==> src/rtl/cpu_pkg.sv <==
// Shared definitions for the instruction-fetch memory responder.
package cpu_pkg;

  localparam int INSN_W = 32;

  // Value returned on read_data before the first response.
  localparam logic [INSN_W-1:0] NOP = 32'h0;

  typedef enum logic [1:0] {
    IDLE = 2'd0,
    FILL = 2'd1,
    RESP = 2'd2
  } state_t;

endpackage

==> src/rtl/insn_line_buf.sv <==
// Single instruction line buffer: LINE_WORDS words, one tag, one valid bit.
// Combinational read and hit compare; words are written one at a time during refill.
module insn_line_buf
  import cpu_pkg::*;
#(
  parameter int LINE_WORDS = 4,
  parameter int ADDR_W     = 32
) (
  input  logic                                    clk,
  input  logic                                    srst,
  input  logic                                    wr_en,
  input  logic [$clog2(LINE_WORDS)-1:0]           wr_idx,
  input  logic [INSN_W-1:0]                       wr_data,
  input  logic                                    tag_load,
  input  logic [ADDR_W-$clog2(LINE_WORDS)-3:0]    tag_in,
  input  logic                                    valid_set,
  input  logic                                    valid_clr,
  input  logic [$clog2(LINE_WORDS)-1:0]           rd_idx,
  input  logic [ADDR_W-$clog2(LINE_WORDS)-3:0]    lookup_tag,
  output logic [INSN_W-1:0]                       rd_word,
  output logic                                    hit
);

  localparam int IDX_W = $clog2(LINE_WORDS);
  localparam int TAG_W = ADDR_W - IDX_W - 2;

  logic [INSN_W-1:0] word_vec [LINE_WORDS];
  logic [TAG_W-1:0]  tag_reg;
  logic              valid_reg;

  for (genvar gi = 0; gi < LINE_WORDS; gi++) begin : g_word
    logic [INSN_W-1:0] word_reg;

    // Capture refill data when this word slot is addressed.
    always_ff @(posedge clk) begin
      if (wr_en && (wr_idx == IDX_W'(gi))) begin
        word_reg <= wr_data;
      end
    end

    assign word_vec[gi] = word_reg;
  end

  // Valid flag; a clear in the same cycle as a set wins.
  always_ff @(posedge clk) begin
    if (srst) begin
      valid_reg <= 1'b0;
    end else if (valid_clr) begin
      valid_reg <= 1'b0;
    end else if (valid_set) begin
      valid_reg <= 1'b1;
    end
  end

  // Tag of the line currently held, loaded when a refill completes.
  always_ff @(posedge clk) begin
    if (srst) begin
      tag_reg <= '0;
    end else if (tag_load) begin
      tag_reg <= tag_in;
    end
  end

  assign rd_word = word_vec[rd_idx];
  assign hit     = valid_reg && (tag_reg == lookup_tag);

endmodule

==> src/rtl/insn_mem_responder.sv <==
// Fetch-side responder: hits answered next cycle, misses refill the whole line
// word by word over the backing req/ack bus, then respond from the buffer.
module insn_mem_responder
  import cpu_pkg::*;
#(
  parameter int LINE_WORDS = 4,
  parameter int ADDR_W     = 32
) (
  input  logic              CLK,
  input  logic              RST,
  input  logic              read_flag,
  input  logic [ADDR_W-1:0] addr,
  output logic [INSN_W-1:0] read_data,
  output logic              busy,
  output logic              done,
  input  logic              inv,
  output logic              mem_req,
  output logic [ADDR_W-1:0] mem_addr,
  input  logic [INSN_W-1:0] mem_rdata,
  input  logic              mem_ack
);

  localparam int IDX_W = $clog2(LINE_WORDS);
  localparam int OFF_W = IDX_W + 2;
  localparam int TAG_W = ADDR_W - OFF_W;

  // Byte-lane bits of the request address play no part in lookup.
  logic addr_unused;
  assign addr_unused = ^addr[1:0];

  logic [TAG_W-1:0]  req_tag;
  logic [IDX_W-1:0]  req_idx;
  logic [ADDR_W-1:0] line_base;

  assign req_tag   = addr[ADDR_W-1:OFF_W];
  assign req_idx   = addr[OFF_W-1:2];
  assign line_base = {addr[ADDR_W-1:OFF_W], {OFF_W{1'b0}}};

  state_t            state_reg, state_next;
  logic [TAG_W-1:0]  tag_reg, tag_next;
  logic [IDX_W-1:0]  idx_reg, idx_next;
  logic [IDX_W-1:0]  cnt_reg, cnt_next;
  logic              inv_seen_reg, inv_seen_next;
  logic [INSN_W-1:0] read_data_reg, read_data_next;
  logic              busy_reg, busy_next;
  logic              done_reg, done_next;
  logic              mem_req_reg, mem_req_next;
  logic [ADDR_W-1:0] mem_addr_reg, mem_addr_next;

  logic              buf_wr_en;
  logic              buf_tag_load;
  logic              buf_valid_set;
  logic              buf_valid_clr;
  logic [IDX_W-1:0]  buf_rd_idx;
  logic [INSN_W-1:0] buf_rd_word;
  logic              buf_hit;

  insn_line_buf #(
    .LINE_WORDS (LINE_WORDS),
    .ADDR_W     (ADDR_W)
  ) u_line_buf (
    .clk        (CLK),
    .srst       (RST),
    .wr_en      (buf_wr_en),
    .wr_idx     (cnt_reg),
    .wr_data    (mem_rdata),
    .tag_load   (buf_tag_load),
    .tag_in     (tag_reg),
    .valid_set  (buf_valid_set),
    .valid_clr  (buf_valid_clr),
    .rd_idx     (buf_rd_idx),
    .lookup_tag (req_tag),
    .rd_word    (buf_rd_word),
    .hit        (buf_hit)
  );

  // State, latched request and registered outputs.
  always_ff @(posedge CLK) begin
    if (RST) begin
      state_reg     <= IDLE;
      tag_reg       <= '0;
      idx_reg       <= '0;
      cnt_reg       <= '0;
      inv_seen_reg  <= 1'b0;
      read_data_reg <= NOP;
      busy_reg      <= 1'b0;
      done_reg      <= 1'b0;
      mem_req_reg   <= 1'b0;
      mem_addr_reg  <= '0;
    end else begin
      state_reg     <= state_next;
      tag_reg       <= tag_next;
      idx_reg       <= idx_next;
      cnt_reg       <= cnt_next;
      inv_seen_reg  <= inv_seen_next;
      read_data_reg <= read_data_next;
      busy_reg      <= busy_next;
      done_reg      <= done_next;
      mem_req_reg   <= mem_req_next;
      mem_addr_reg  <= mem_addr_next;
    end
  end

  // Next-state, refill handshake and line-buffer control.
  always_comb begin
    state_next     = state_reg;
    tag_next       = tag_reg;
    idx_next       = idx_reg;
    cnt_next       = cnt_reg;
    inv_seen_next  = inv_seen_reg;
    read_data_next = read_data_reg;
    busy_next      = busy_reg;
    done_next      = 1'b0;
    mem_req_next   = mem_req_reg;
    mem_addr_next  = mem_addr_reg;
    buf_wr_en      = 1'b0;
    buf_tag_load   = 1'b0;
    buf_valid_set  = 1'b0;
    buf_valid_clr  = inv;
    buf_rd_idx     = (state_reg == RESP) ? idx_reg : req_idx;

    case (state_reg)
      IDLE: begin
        if (read_flag) begin
          if (buf_hit && !inv) begin
            read_data_next = buf_rd_word;
            done_next      = 1'b1;
          end else begin
            // Miss (or invalidated this cycle): start a full-line refill.
            state_next    = FILL;
            tag_next      = req_tag;
            idx_next      = req_idx;
            cnt_next      = '0;
            inv_seen_next = 1'b0;
            busy_next     = 1'b1;
            mem_req_next  = 1'b1;
            mem_addr_next = line_base;
            buf_valid_clr = 1'b1;
          end
        end
      end

      FILL: begin
        if (inv) begin
          inv_seen_next = 1'b1;
        end
        if (mem_ack) begin
          buf_wr_en = 1'b1;
          if (cnt_reg == IDX_W'(LINE_WORDS - 1)) begin
            // Last word: an invalidate seen during the refill keeps the line invalid.
            buf_tag_load  = 1'b1;
            buf_valid_set = !(inv_seen_reg || inv);
            mem_req_next  = 1'b0;
            state_next    = RESP;
          end else begin
            cnt_next      = cnt_reg + IDX_W'(1);
            mem_addr_next = mem_addr_reg + ADDR_W'(4);
          end
        end
      end

      RESP: begin
        read_data_next = buf_rd_word;
        busy_next      = 1'b0;
        done_next      = 1'b1;
        state_next     = IDLE;
      end

      default: begin
        state_next = IDLE;
      end
    endcase
  end

  assign read_data = read_data_reg;
  assign busy      = busy_reg;
  assign done      = done_reg;
  assign mem_req   = mem_req_reg;
  assign mem_addr  = mem_addr_reg;

endmodule

==> config.mk <==
export PLATFORM = sky130hd
export DESIGN_NAME = insn_mem_responder
export DESIGN_NICKNAME = d
export VERILOG_FILES = /design/src/rtl/cpu_pkg.sv /design/src/rtl/insn_line_buf.sv /design/src/rtl/insn_mem_responder.sv
export SDC_FILE = /design/constraint.sdc
export NUM_CORES = 1
export LEC_CHECK = 0
export CAP_MARGIN = 10
export CORE_AREA = 2 2 162 164
export CTS_CLUSTER_DIAMETER = 60
export DETAILED_ROUTE_END_ITERATION = 10
export DIE_AREA = 0 0 164 166
export HOLD_SLACK_MARGIN = 0.08
export PLACE_DENSITY = 0.68
export SETUP_SLACK_MARGIN = 0.1
export SYNTH_ARGS = -nofsm -noshare
export SYNTH_HDL_FRONTEND = slang
export SYNTH_SLANG_ARGS = --single-unit
==> constraint.sdc <==
create_clock -name CLK -period 7.2 [get_ports CLK]
set_input_delay 1.44 -clock CLK [delete_from_list [all_inputs] [get_ports CLK]]
set_output_delay 1.44 -clock CLK [all_outputs]
set_load 0.02 [all_outputs]
# ---- Word level (Yosys, flattened, before mapping)
# Cells that the tools add are included.
dict set report word_totals {
  register_bits 259
  inputBits 69
  output_inout_bits 67
  elab_cells 101
}
dict set report op_classes {
  n_addsub 2
  order_cmp 1
  n_eq_ne 13
  n_mux 46
  bitwise 2
  n_reduce_logical 21
}
# operator count
set ops {}
lappend ops {{$mux W32} 8}
lappend ops {{$pmux W32 S2} 2}
lappend ops {{$bmux W32 S2} 1}
lappend ops {{$add A32 B3 Y32 const B} 1}
lappend ops {{$eq A28 B28 Y1} 1}
lappend ops {{$mux W1} 20}
lappend ops {{$mux W2} 9}
lappend ops {{$ne A2 B2 Y1 const B} 7}
lappend ops {{$reduce_and A5 Y1} 2}
lappend ops {{$reduce_and A3 Y1} 3}
lappend ops {{$pmux W1 S2} 4}
lappend ops {{$pmux W2 S2} 2}
lappend ops {{$reduce_and A4 Y1} 2}
lappend ops {{$eq A2 B2 Y1 const B} 3}
lappend ops {{$logic_and A1 B1 Y1} 6}
lappend ops {{$eq A2 B1 Y1 const B} 2}
lappend ops {{$logic_not A2 Y1} 2}
lappend ops {{$reduce_bool A2 Y1} 2}
lappend ops {{$ge A3 B3 Y1 const B} 1}
lappend ops {{$not A2 Y3} 1}
lappend ops {{$add A2 B1 Y2 const B} 1}
lappend ops {{$logic_not A1 Y1} 2}
lappend ops {{$reduce_or A2 Y1} 1}
lappend ops {{$logic_or A1 B1 Y1} 1}
lappend ops {{$not A1 Y1} 1}

# ---- Depth between registers and ports, before layout
# Gate-level depths: netlist of the first run.
dict set report logic_depth {
  word_depth 9
  ltp_mapped 9
  ltp_nobuf 7
}

# ---- Modules after synthesis
# From an unflattened synthesis of the first run, not the netlist that was laid out.
dict set report hier_totals {
  cells_unflattened 866
  area_unflattened_um2 10343.7
}
# module instances cells_per_inst area_per_inst_um2 seq_area_each_um2
set by_module_without_submodules {}
lappend by_module_without_submodules {insn_line_buf 1 303 5975.7 4424.2}
lappend by_module_without_submodules {insn_mem_responder 1 563 4367.9 2001.9}

# ---- Least setup slack after synthesis of the first run
# No wires, ideal clock.
dict set report synth_timing {
  kind {input to register}
  from {input mem_ack}
  to {register u_line_buf.g_word[3].word_reg[0] (enable)}
  setup_ns 0.409
  t_arrival_ns 2.743
  t_required_ns 6.791
  setup_slack_ns 4.048
  cell_stages 3
  path_buffers 1
  path_cell_list {nand3_1 inv_1 clkbuf_1}
}
dict set report synth_between {
  elab_chain_cells 3
}
# element line
set synth_lines {}
lappend synth_lines {{start, declared} insn_mem_responder.sv:20} ;# input logic mem_ack
lappend synth_lines {{$mux W1} insn_mem_responder.sv:147} ;# if (mem_ack) begin
lappend synth_lines {{$mux W1} insn_mem_responder.sv:122} ;# case (state_reg)
lappend synth_lines {{$logic_and A1 B1 Y1} insn_line_buf.sv:36} ;# if (wr_en && (wr_idx == IDX_W'(gi))) begin
lappend synth_lines {{end signal, assigned} insn_line_buf.sv:37} ;# word_reg <= wr_data;
lappend synth_lines {{end, declared} insn_line_buf.sv:32} ;# logic [INSN_W-1:0] word_reg;
# No other way between the ends.
# A chain may end at the register's enable or synchronous reset.

# ---- Worst setup path after layout of the first run
dict set report layout_timing {
  from {input addr[16]}
  to {register mem_addr_reg[27] (netlist: mem_addr[27])}
}
dict set report layout_between {
  elab_chain_cells 5
}
# element line
set layout_lines {}
lappend layout_lines {{start, declared} insn_mem_responder.sv:12} ;# input logic [ADDR_W-1:0] addr,
lappend layout_lines {{$eq A28 B28 Y1} insn_line_buf.sv:65} ;# assign hit = valid_reg && (tag_reg == lookup_tag);
lappend layout_lines {{$logic_and A1 B1 Y1} insn_line_buf.sv:65}
lappend layout_lines {{$logic_and A1 B1 Y1} insn_mem_responder.sv:125} ;# if (buf_hit && !inv) begin
lappend layout_lines {{$ne A2 B2 Y1 (no line)} n/a}
lappend layout_lines {{$reduce_and A5 Y1 (no line)} n/a}
lappend layout_lines {{end signal, assigned} insn_mem_responder.sv:100} ;# mem_addr_reg <= mem_addr_next;
lappend layout_lines {{end, declared} insn_mem_responder.sv:48} ;# logic [ADDR_W-1:0] mem_addr_reg, mem_addr_next;
# No other way between the ends.

==> impl_metrics.py, run 1 <==
metrics = {
    "outcome": {
        "run_status": "complete, no violations",
    },
    "timing": {
        "worst_pin_slew_ns": 0.995,
        "rsz0062_at_grt": "false",
        "period_share_pct": 56.3,
        "hold_viol": 0,
        "clock_skew_ns": 0.0150,
        "fin_crit_ns": 4.06,
        "fmax_mhz": 247,
        "drv_slew": 0,
        "setup_tns_ns": 0,
        "relSlewSlack_pct": 33.4,
        "setup_viol": 0,
    },
    "synth": {
        "synthAdderAreaFrac_pct": 0.582,
        "synth_xor_area_share_pct": 2.28,
        "synth_top_family_by_area": "compound AO/OA/AOI/OAI gates",
        "synth_compound_area_share_pct": 13.8,
        "async_reset_ff_share_pct": 0,
        "ys.warnings.count": 0,
        "yosys.area.top_type": "edfxtp_1",
        "synthMuxAreaShare_pct": 6.89,
        "synth_area_um2": 10700,
        "ys_ff_latch": 257,
        "synth-edff-count": 128,
        "synth-main-ff-cell": "dfxtp_1",
        "synth.distinct_cells": 59,
        "yosys.area_share.simple_pct": 12.3,
        "synth_top_area_share_pct": 35.8,
        "avgSynthCellArea_um2": 11.5,
        "yosysSeqAreaShare_pct": 59.8,
        "syn_inst": 938,
        "synth_area_leaders": "edfxtp_1 36%, dfxtp_1 24%, mux4_2 6.7%",
    },
    "place": {
        "postPlaceCellArea_um2": 12300,
        "dp_hpwl_um": 16300,
        "place.gp.congestion": 0.846,
        "io_buffers": 131,
    },
    "global_routing": {
        "antenna_found_initial": 1,
        "grt_pass1_vias": 7590,
        "grt_pass1_wl_um": 42500,
        "grt_max_degree": 71,
        "track_usage_pct": 19.5,
        "grt_overflow": 0,
    },
    "drt": {
        "drt-wirelength-per-cell_um": 19.1,
        "via_per_inst": 5.65,
        "drt-total-wl_um": 26700,
        "drt-met1-wl_um": 11400,
        "dr_wl_met2_um": 12200,
        "routed.top_layer": "met5",
        "wl_met3_um": 2470,
        "firstDrtPassIters": 5,
        "antenna_left": 0,
        "drc_errors": 0,
        "drtIter0Drc": 771,
        "vias": 7895,
    },
    "job": {
        "max-cap-violations": 0,
    },
    "layout": {
        "final_area_um2": 13100,
        "largest_register_ffs": 128,
        "fill_cells": 2288,
        "drive_gt1_share_pct": 11.0,
        "n_antenna_cell": 0,
        "area_delta_synth_final_pct": 21.9,
        "nNetsFinal": 1116,
        "final_util_pct": 51.1,
    },
    "cts": {
        "cts_root_buf": "clkbuf_16",
        "post-cts-setup-buffer-count": 0,
        "htreeDepth": 1,
        "clk_pin_slew_ns": 0.06,
        "ctsHoldBuffers": 0,
        "clkSinkCount": 257,
        "cts_buffers": 27,
        "ctsResizeCount": 0,
        "clockBufferDepth": 3,
        "clk_latency_ns": 0.53,
        "tritoncts": "yes",
    },
    "die": {
        "fp-row-count": 59,
        "io-pin-count": 136,
        "core-area_um2": 25600,
        "start_util_pct": 42.0,
        "dieWidth_um": 164,
        "die_h_um": 166,
        "dieArea_um2": 27200,
    },
    "setup_path": {
        "crit_fanout": 53,
        "required_ns": 7.67,
        "critPathLaunchType": "input port",
        "crit_path_end_kind": "flip-flop",
        "critPathKind": "input port to flip-flop",
        "cpPeakStageDelay_ns": 0.66,
        "crit_arrival_ns": 4.53,
        "cp_cell_sequence": "clkdlybuf4s50_1 -> xnor2_1 -> nand4_1 -> nor4_1 -> clkbuf_2 -> a21oi_4 -> buf_4 -> nor2_1 -> o221a_2",
        "critPathSlowestCell": "nor4_1",
    },
    "power": {
        "cellLeakagePower_nw": 4.25,
        "vdd_drop_max_uv": 204,
        "power_density_nw_per_um2": 246,
    },
    "hold_path": {
        "hold_path_class": "flip-flop to flip-flop",
    },
}
## cell usage after synthesis (8+ instances only)
cell / n
nor2_1: 20
o22ai_1: 8
edfxtp_1: 128
and3_1: 10
mux4_2: 32
inv_1: 15
o21ai_0: 20
nand2_1: 181
clkbuf_1: 52
a221oi_1: 9
nand4_1: 12
xnor2_1: 28
a31oi_1: 14
o31ai_1: 37
nand3_1: 30
dfxtp_1: 129
nor3_1: 8
a21oi_1: 89
o211ai_1: 33
## stage by stage
| stage | power [mW] | cells | hold WS [ns] | setup WS [ns] |
|---|---|---|---|---|
| final | 3.22 | 1398 | 0.451 | 3.14 |
| after global placement | 1.91 | 1347 | 0.435 | 2.48 |
| after detailed placement | 1.92 | 1347 | 0.445 | 2.44 |
| after CTS | 3.25 | 1397 | 0.446 | 2.87 |
| after global routing | 3.34 | 1398 | 0.453 | 3.02 |
| after floorplan | 1.79 | 939 | 0.429 | 4.05 |
## cell usage in the layout, fill, tap and decap left out, drive strengths merged, types with 9 or more instances in the layout
cell / n
clkbuf: 39
nand2: 182
xnor2: 28
nand4: 13
and3: 12
mux4: 32
nand3: 31
buf: 17
o211ai: 33
dfxtp: 129
nor2: 20
o21ai: 20
a221oi: 9
nor3: 9
o31ai: 37
edfxtp: 128
clkdlybuf4s50: 130
inv: 18
a21oi: 89
a31oi: 14
## worst max-delay path: cells and delay by family
kind	cells	cell delay, ns
simple gates	3	1.34
buf+inv	3	1.22
compound gates	2	0.33
xor+xnor	1	0.16
## path summary, 6_finish.rpt
kind	startpoint	endpoint	slack [ns]	cells after the start
setup / recovery	addr[16]	mem_addr[27]$_SDFFE_PP0P_	3.14	9
hold / removal	tag_reg[26]$_SDFFE_PP0P_	u_line_buf.tag_reg[26]$_SDFFE_PP0P_	0.45	2
setup reg to reg	cnt_reg[0]$_SDFFE_PP0P_	u_line_buf.g_word[3].word_reg[28]$_DFFE_PP_	4.34	4
hold reg to reg	tag_reg[26]$_SDFFE_PP0P_	u_line_buf.tag_reg[26]$_SDFFE_PP0P_	0.45	2
## cell type report
type                       count  area, um^2  share of cell area, %
timing repair buffer         148        1430                   10.9
clock buffer                  38         748                   5.71
sequential                   257        6430                   49.1
clock inverter                12        97.6                  0.745
multi-input combinational    592        3920                   29.9
tap                          335         419                   3.20
inverter                      16        61.3                  0.468
## power by group
part | total (mW) | internal [mW] | switching [mW]
registers | 1.60 | 1.57 | 0.0305
logic | 0.285 | 0.119 | 0.166
clock network | 1.33 | 0.763 | 0.568
## cells by family after synthesis
| kind of cell | after synthesis |
|---|---|
| buffers and inverters | 90 |
| AO/OA/AOI/OAI | 231 |
| AND/OR/NAND/NOR | 292 |
| flip-flops | 257 |
| multiplexers | 34 |
| other | 1 |
| adder cells (fa/ha/maj) | 5 |
| XOR/XNOR | 28 |
## per-layer routing
layer  vias to the layer above  GRT usage [%]
met3                        47           5.07
met5                         -              0
met4                         2           4.84
li1                       3696              -
met1                      3850           26.8
met2                       300           30.8
No activity file was read; power rests on OpenSTA's default activity.
==> run 2: changes to the inputs <==
Clock period 7.2 ns to 3.8 ns, I/O delays scaled along.
==> impl_metrics.py, run 2 (synthesized netlist as in run 1, its figures left out) <==
metrics = {
    "power": {
        "power_density_nw_per_um2": 492,
        "vdd_drop_max_uv": 375,
        "power_mw": 6.59,
        "cellLeakagePower_nw": 4.38,
    },
    "cts": {
        "clk_latency_ns": 0.54,
        "cts_buffers": 30,
        "ctsHoldBuffers": 0,
        "ctsResizeCount": 0,
        "cts_root_buf": "clkbuf_16",
        "clkSinkCount": 257,
        "post-cts-setup-buffer-count": 0,
        "clockBufferDepth": 3,
        "htreeDepth": 1,
        "clk_pin_slew_ns": 0.07,
        "tritoncts": "yes",
    },
    "drt": {
        "via_per_inst": 5.63,
        "vias": 7949,
        "antenna_left": 0,
        "drc_errors": 0,
        "firstDrtPassIters": 5,
        "drt-total-wl_um": 26800,
        "drtIter0Drc": 773,
        "drt-wirelength-per-cell_um": 19.0,
    },
    "setup_path": {
        "r2r_cells": 7,
        "crit_arrival_ns": 3.32,
        "path_delay_family": "simple AND/OR/NAND/NOR gates",
        "r2r_end": "mem_addr[30]$_SDFFE_PP0P_",
        "reg2reg_from": "mem_addr[2]$_SDFFE_PP0P_",
        "setup.worst_path.start": "addr[8]",
        "required_ns": 4.23,
        "worst-path-stages": 8,
        "critPathLaunchType": "input port",
        "critPathSlowestCell": "clkdlybuf4s50_1",
        "crit_fanout": 12,
        "cpPeakStageDelay_ns": 0.49,
        "rrSetupSlack_ns": 1.17,
        "cp_cell_sequence": "clkdlybuf4s50_1 -> xnor2_1 -> nand4_1 -> nor4_1 -> buf_4 -> a21o_2 -> nand2_1 -> a2111oi_0",
        "endpoint": "mem_addr[19]$_SDFFE_PP0P_",
        "crit_path_end_kind": "flip-flop",
        "critPathKind": "input port to flip-flop",
        "crit_buf_inv": 2,
    },
    "die": {
        "dieArea_um2": 27200,
        "core-area_um2": 25600,
        "start_util_pct": 42.0,
        "die_h_um": 166,
        "io-pin-count": 136,
        "fp-row-count": 59,
        "dieWidth_um": 164,
    },
    "global_routing": {
        "grt_overflow": 0,
        "grt_max_degree": 95,
        "grt_pass1_vias": 7661,
        "grt_pass1_wl_um": 41900,
        "track_usage_pct": 19.3,
        "antenna_found_initial": 2,
    },
    "job": {
        "max-cap-violations": 0,
    },
    "place": {
        "io_buffers": 131,
        "dp_slack_ns": 0.409,
        "dp_hpwl_um": 16700,
        "postPlaceCellArea_um2": 12300,
        "place.gp.congestion": 0.850,
        "placed_cells": 1355,
    },
    "layout": {
        "largest_register_ffs": 128,
        "drive_gt1_share_pct": 12.5,
        "nNetsFinal": 1126,
        "multiInputGateArea_um2": 3910,
        "final_common_cell": "nand2_1",
        "register_area_um2": 6430,
        "final_area_um2": 13400,
        "final_cells": 1412,
        "most-common-layout-cells": "181 x nand2_1, 130 x clkdlybuf4s50_1, 128 x dfxtp_1, 128 x edfxtp_1, 88 x a21oi_1",
        "area_delta_synth_final_pct": 24.7,
        "fill_cells": 2232,
        "final_util_pct": 52.3,
    },
    "timing": {
        "fin_ws_ns": 0.908,
        "hold_slack_ns": 0.449,
        "hold_viol": 0,
        "worst_pin_slew_ns": 1.05,
        "fin_crit_ns": 2.89,
        "setup_viol": 0,
        "rsz0062_at_grt": "false",
        "fmax_mhz": 346,
        "period_share_pct": 76.1,
        "drv_slew": 0,
        "setup_tns_ns": 0,
        "relSlewSlack_pct": 30.3,
        "clock_skew_ns": 0.0118,
    },
    "hold_path": {
        "hold_path_class": "flip-flop to flip-flop",
    },
    "outcome": {
        "run_status": "complete, no violations",
    },
}
-- run 2: worst min-delay path by stage --
stage          slack, ns                     start  cells past startpoint                                  end
2_1_floorplan       0.43  tag_reg[27]$_SDFFE_PP0P_                      2  u_line_buf.tag_reg[27]$_SDFFE_PP0P_
3_3_place_gp        0.44   tag_reg[9]$_SDFFE_PP0P_                      2   u_line_buf.tag_reg[9]$_SDFFE_PP0P_
3_5_place_dp        0.44  tag_reg[20]$_SDFFE_PP0P_                      2  u_line_buf.tag_reg[20]$_SDFFE_PP0P_
4_1_cts             0.45   tag_reg[9]$_SDFFE_PP0P_                      2   u_line_buf.tag_reg[9]$_SDFFE_PP0P_
5_1_grt             0.46  tag_reg[26]$_SDFFE_PP0P_                      2  u_line_buf.tag_reg[26]$_SDFFE_PP0P_
6_report            0.45   tag_reg[9]$_SDFFE_PP0P_                      2   u_line_buf.tag_reg[9]$_SDFFE_PP0P_
-- run 2: worst register-to-register path, delay by kind of cell, from the launching register on --
kind | cells | cell delay (ns)
and+or+nand+nor | 4 | 1.28
AOI/OAI and AO/OA | 2 | 0.55
DFF | 1 | 0.48
adders and majority gates | 1 | 0.25
-- run 2: cell type report --
class	instances	share of cell area, %
Clock buffer	34	6.02
Sequential cell	257	48.0
Tap cell	335	3.13
Antenna cell	1	0.0187
Clock inverter	22	1.95
Timing Repair Buffer	155	11.3
Multi-Input combinational cell	592	29.2
Inverter	16	0.448
-- run 2: metal layers --
layer	part of all wire, %	vias up	global-route usage [%]
met5	0.041	-	0
met4	2.6	2	5.91
met3	8.3	50	4.57
met2	47	300	30.6
met1	42	3891	26.3
li1	-	3706	-
-- run 2: report_power, final --
group / leakage, nW / internal (mW) / switching [mW]
Combinational: 1.67 / 0.233 / 0.311
Clock: 0.500 / 1.82 / 1.18
Sequential: 2.21 / 2.98 / 0.0646
Total: 4.38 / 5.03 / 1.56
==> run 3: changes to the inputs <==
Clock period 3.8 ns to 2.9 ns, I/O delays scaled along.
==> impl_metrics.py, run 3 (synthesized netlist as in run 1, its figures left out) <==
metrics = {
    "cts": {
        "ctsHoldBuffers": 0,
        "cts_buffers": 28,
        "clk_latency_ns": 0.55,
        "ctsResizeCount": 0,
        "clk_pin_slew_ns": 0.06,
        "post-cts-setup-buffer-count": 0,
        "htreeDepth": 1,
        "clockBufferDepth": 3,
        "tritoncts": "yes",
        "cts_root_buf": "clkbuf_16",
        "clkSinkCount": 257,
    },
    "global_routing": {
        "grt_pass1_vias": 7604,
        "grt_pass1_wl_um": 42300,
        "grt-busiest-layer": "met2",
        "grt_use_met2_pct": 31.3,
        "use_met1_pct": 27.1,
        "track_usage_pct": 19.6,
        "grt_overflow": 0,
        "antenna_found_initial": 2,
        "grtUsageMet3_pct": 4.62,
        "grt_max_degree": 95,
    },
    "drt": {
        "via_per_inst": 5.51,
        "drtIter0Drc": 692,
        "drt-total-wl_um": 27000,
        "drc_errors": 0,
        "antenna_left": 0,
        "vias": 7956,
        "drt-wirelength-per-cell_um": 18.7,
        "firstDrtPassIters": 5,
    },
    "power": {
        "power_density_nw_per_um2": 622,
        "cellLeakagePower_nw": 4.58,
        "vdd_drop_max_uv": 566,
    },
    "die": {
        "fp-row-count": 59,
        "dieArea_um2": 27200,
        "io-pin-count": 136,
        "die_h_um": 166,
        "dieWidth_um": 164,
        "start_util_pct": 42.0,
        "core-area_um2": 25600,
    },
    "timing": {
        "worst_pin_slew_ns": 0.680,
        "rsz0062_at_grt": "false",
        "relSlewSlack_pct": 54.7,
        "fmax_mhz": 403,
        "clock_skew_ns": 0.00876,
        "fin_ws_ns": 0.421,
        "period_share_pct": 85.5,
        "hold_viol": 0,
        "fin_crit_ns": 2.48,
        "drv_slew": 0,
        "setup_viol": 0,
    },
    "setup_path": {
        "reg2reg_from": "mem_addr[2]$_SDFFE_PP0P_",
        "critPathLaunchType": "input port",
        "crit_path_end_kind": "flip-flop",
        "r2r_cells": 7,
        "required_ns": 3.35,
        "critPathKind": "input port to flip-flop",
        "r2r_end": "mem_addr[28]$_SDFFE_PP0P_",
        "crit_arrival_ns": 2.93,
        "rrSetupSlack_ns": 0.47,
        "crit_fanout": 7,
    },
    "layout": {
        "area_delta_synth_final_pct": 27.7,
        "drive_gt1_share_pct": 15.0,
        "nNetsFinal": 1160,
        "most-common-layout-cells": "181 x nand2_1, 130 x clkdlybuf4s50_1, 128 x dfxtp_1, 128 x edfxtp_1, 88 x a21oi_1",
        "final_common_cell": "nand2_1",
        "fill_cells": 2207,
        "final_util_pct": 53.6,
        "largest_register_ffs": 128,
    },
    "place": {
        "dp_hpwl_um": 17500,
        "place.gp.congestion": 0.869,
        "dp_slack_ns": -0.0788,
        "io_buffers": 131,
    },
    "job": {
        "max-cap-violations": 0,
    },
    "hold_path": {
        "hold_path_depth": 2,
        "whs_endpoint": "u_line_buf.tag_reg[22]$_SDFFE_PP0P_",
        "hp-start": "tag_reg[22]$_SDFFE_PP0P_",
        "hold_path_class": "flip-flop to flip-flop",
    },
    "outcome": {
        "run_status": "complete, no violations",
    },
}
==> run 3: critical path, stage by stage <==
cell and delay (ns):
clkdlybuf4s50_1 0.48, xnor2_1 0.35, nand4_1 0.14, nor4_1 0.40
buf_4 0.23, a21o_2 0.18, nand2_1 0.11, buf_4 0.19
a221oi_1 0.26
==> run 3: where the power goes <==
group          internal, mW  leakage, nW  switching, mW
Combinational         0.354         1.88          0.425
Sequential             3.90         2.21         0.0789
Clock                  2.31        0.491           1.48
Total                  6.56         4.58           1.98
==> run 3: worst max path at each step <==
stage | start | to | slack, ns | cells past startpoint
CTS | addr[8] | mem_addr[14]$_SDFFE_PP0P_ | 0.47 | 9
floorplan | state_reg[0]$_SDFFE_PP0P_ | u_line_buf.g_word[0].word_reg[0]$_DFFE_PP_ | 0.21 | 6
detailed placement | addr[8] | mem_addr[14]$_SDFFE_PP0P_ | -0.08 | 9
global placement | addr[8] | mem_addr[26]$_SDFFE_PP0P_ | -0.08 | 9
global route | addr[8] | mem_addr[19]$_SDFFE_PP0P_ | 0.29 | 8
finish | addr[8] | mem_addr[14]$_SDFFE_PP0P_ | 0.42 | 9
==> run 3: through the flow <==
stage	area [um^2]	total power, mW	hold WS (ns)	instances	setup TNS (ns)
2_1_floorplan	10800	4.45	0.429	939	0
6_report	13700	8.55	0.451	1444	0
3_5_place_dp	12700	4.83	0.444	1391	-1.34
3_3_place_gp	12700	4.82	0.435	1391	-0.843
5_1_grt	13700	8.85	0.454	1443	0
4_1_cts	13700	8.61	0.438	1443	0
==> run 3: final cells by class <==
type | count | area, um^2 | share of cell area, %
Antenna cell | 1 | 2.50 | 0.0182
Clock buffer | 36 | 792 | 5.77
Clock inverter | 16 | 224 | 1.63
Inverter | 16 | 60.1 | 0.437
Multi-Input combinational cell | 592 | 3910 | 28.5
Sequential cell | 257 | 6430 | 46.8
Tap cell | 335 | 419 | 3.05
Timing Repair Buffer | 191 | 1890 | 13.8
==> run 3: metal layers <==
layer / wire length, um / vias up
met2: 12700 / 289
met3: 2060 / 46
li1: - / 3776
met5: 8 / -
met1: 11600 / 3843
met4: 615 / 2
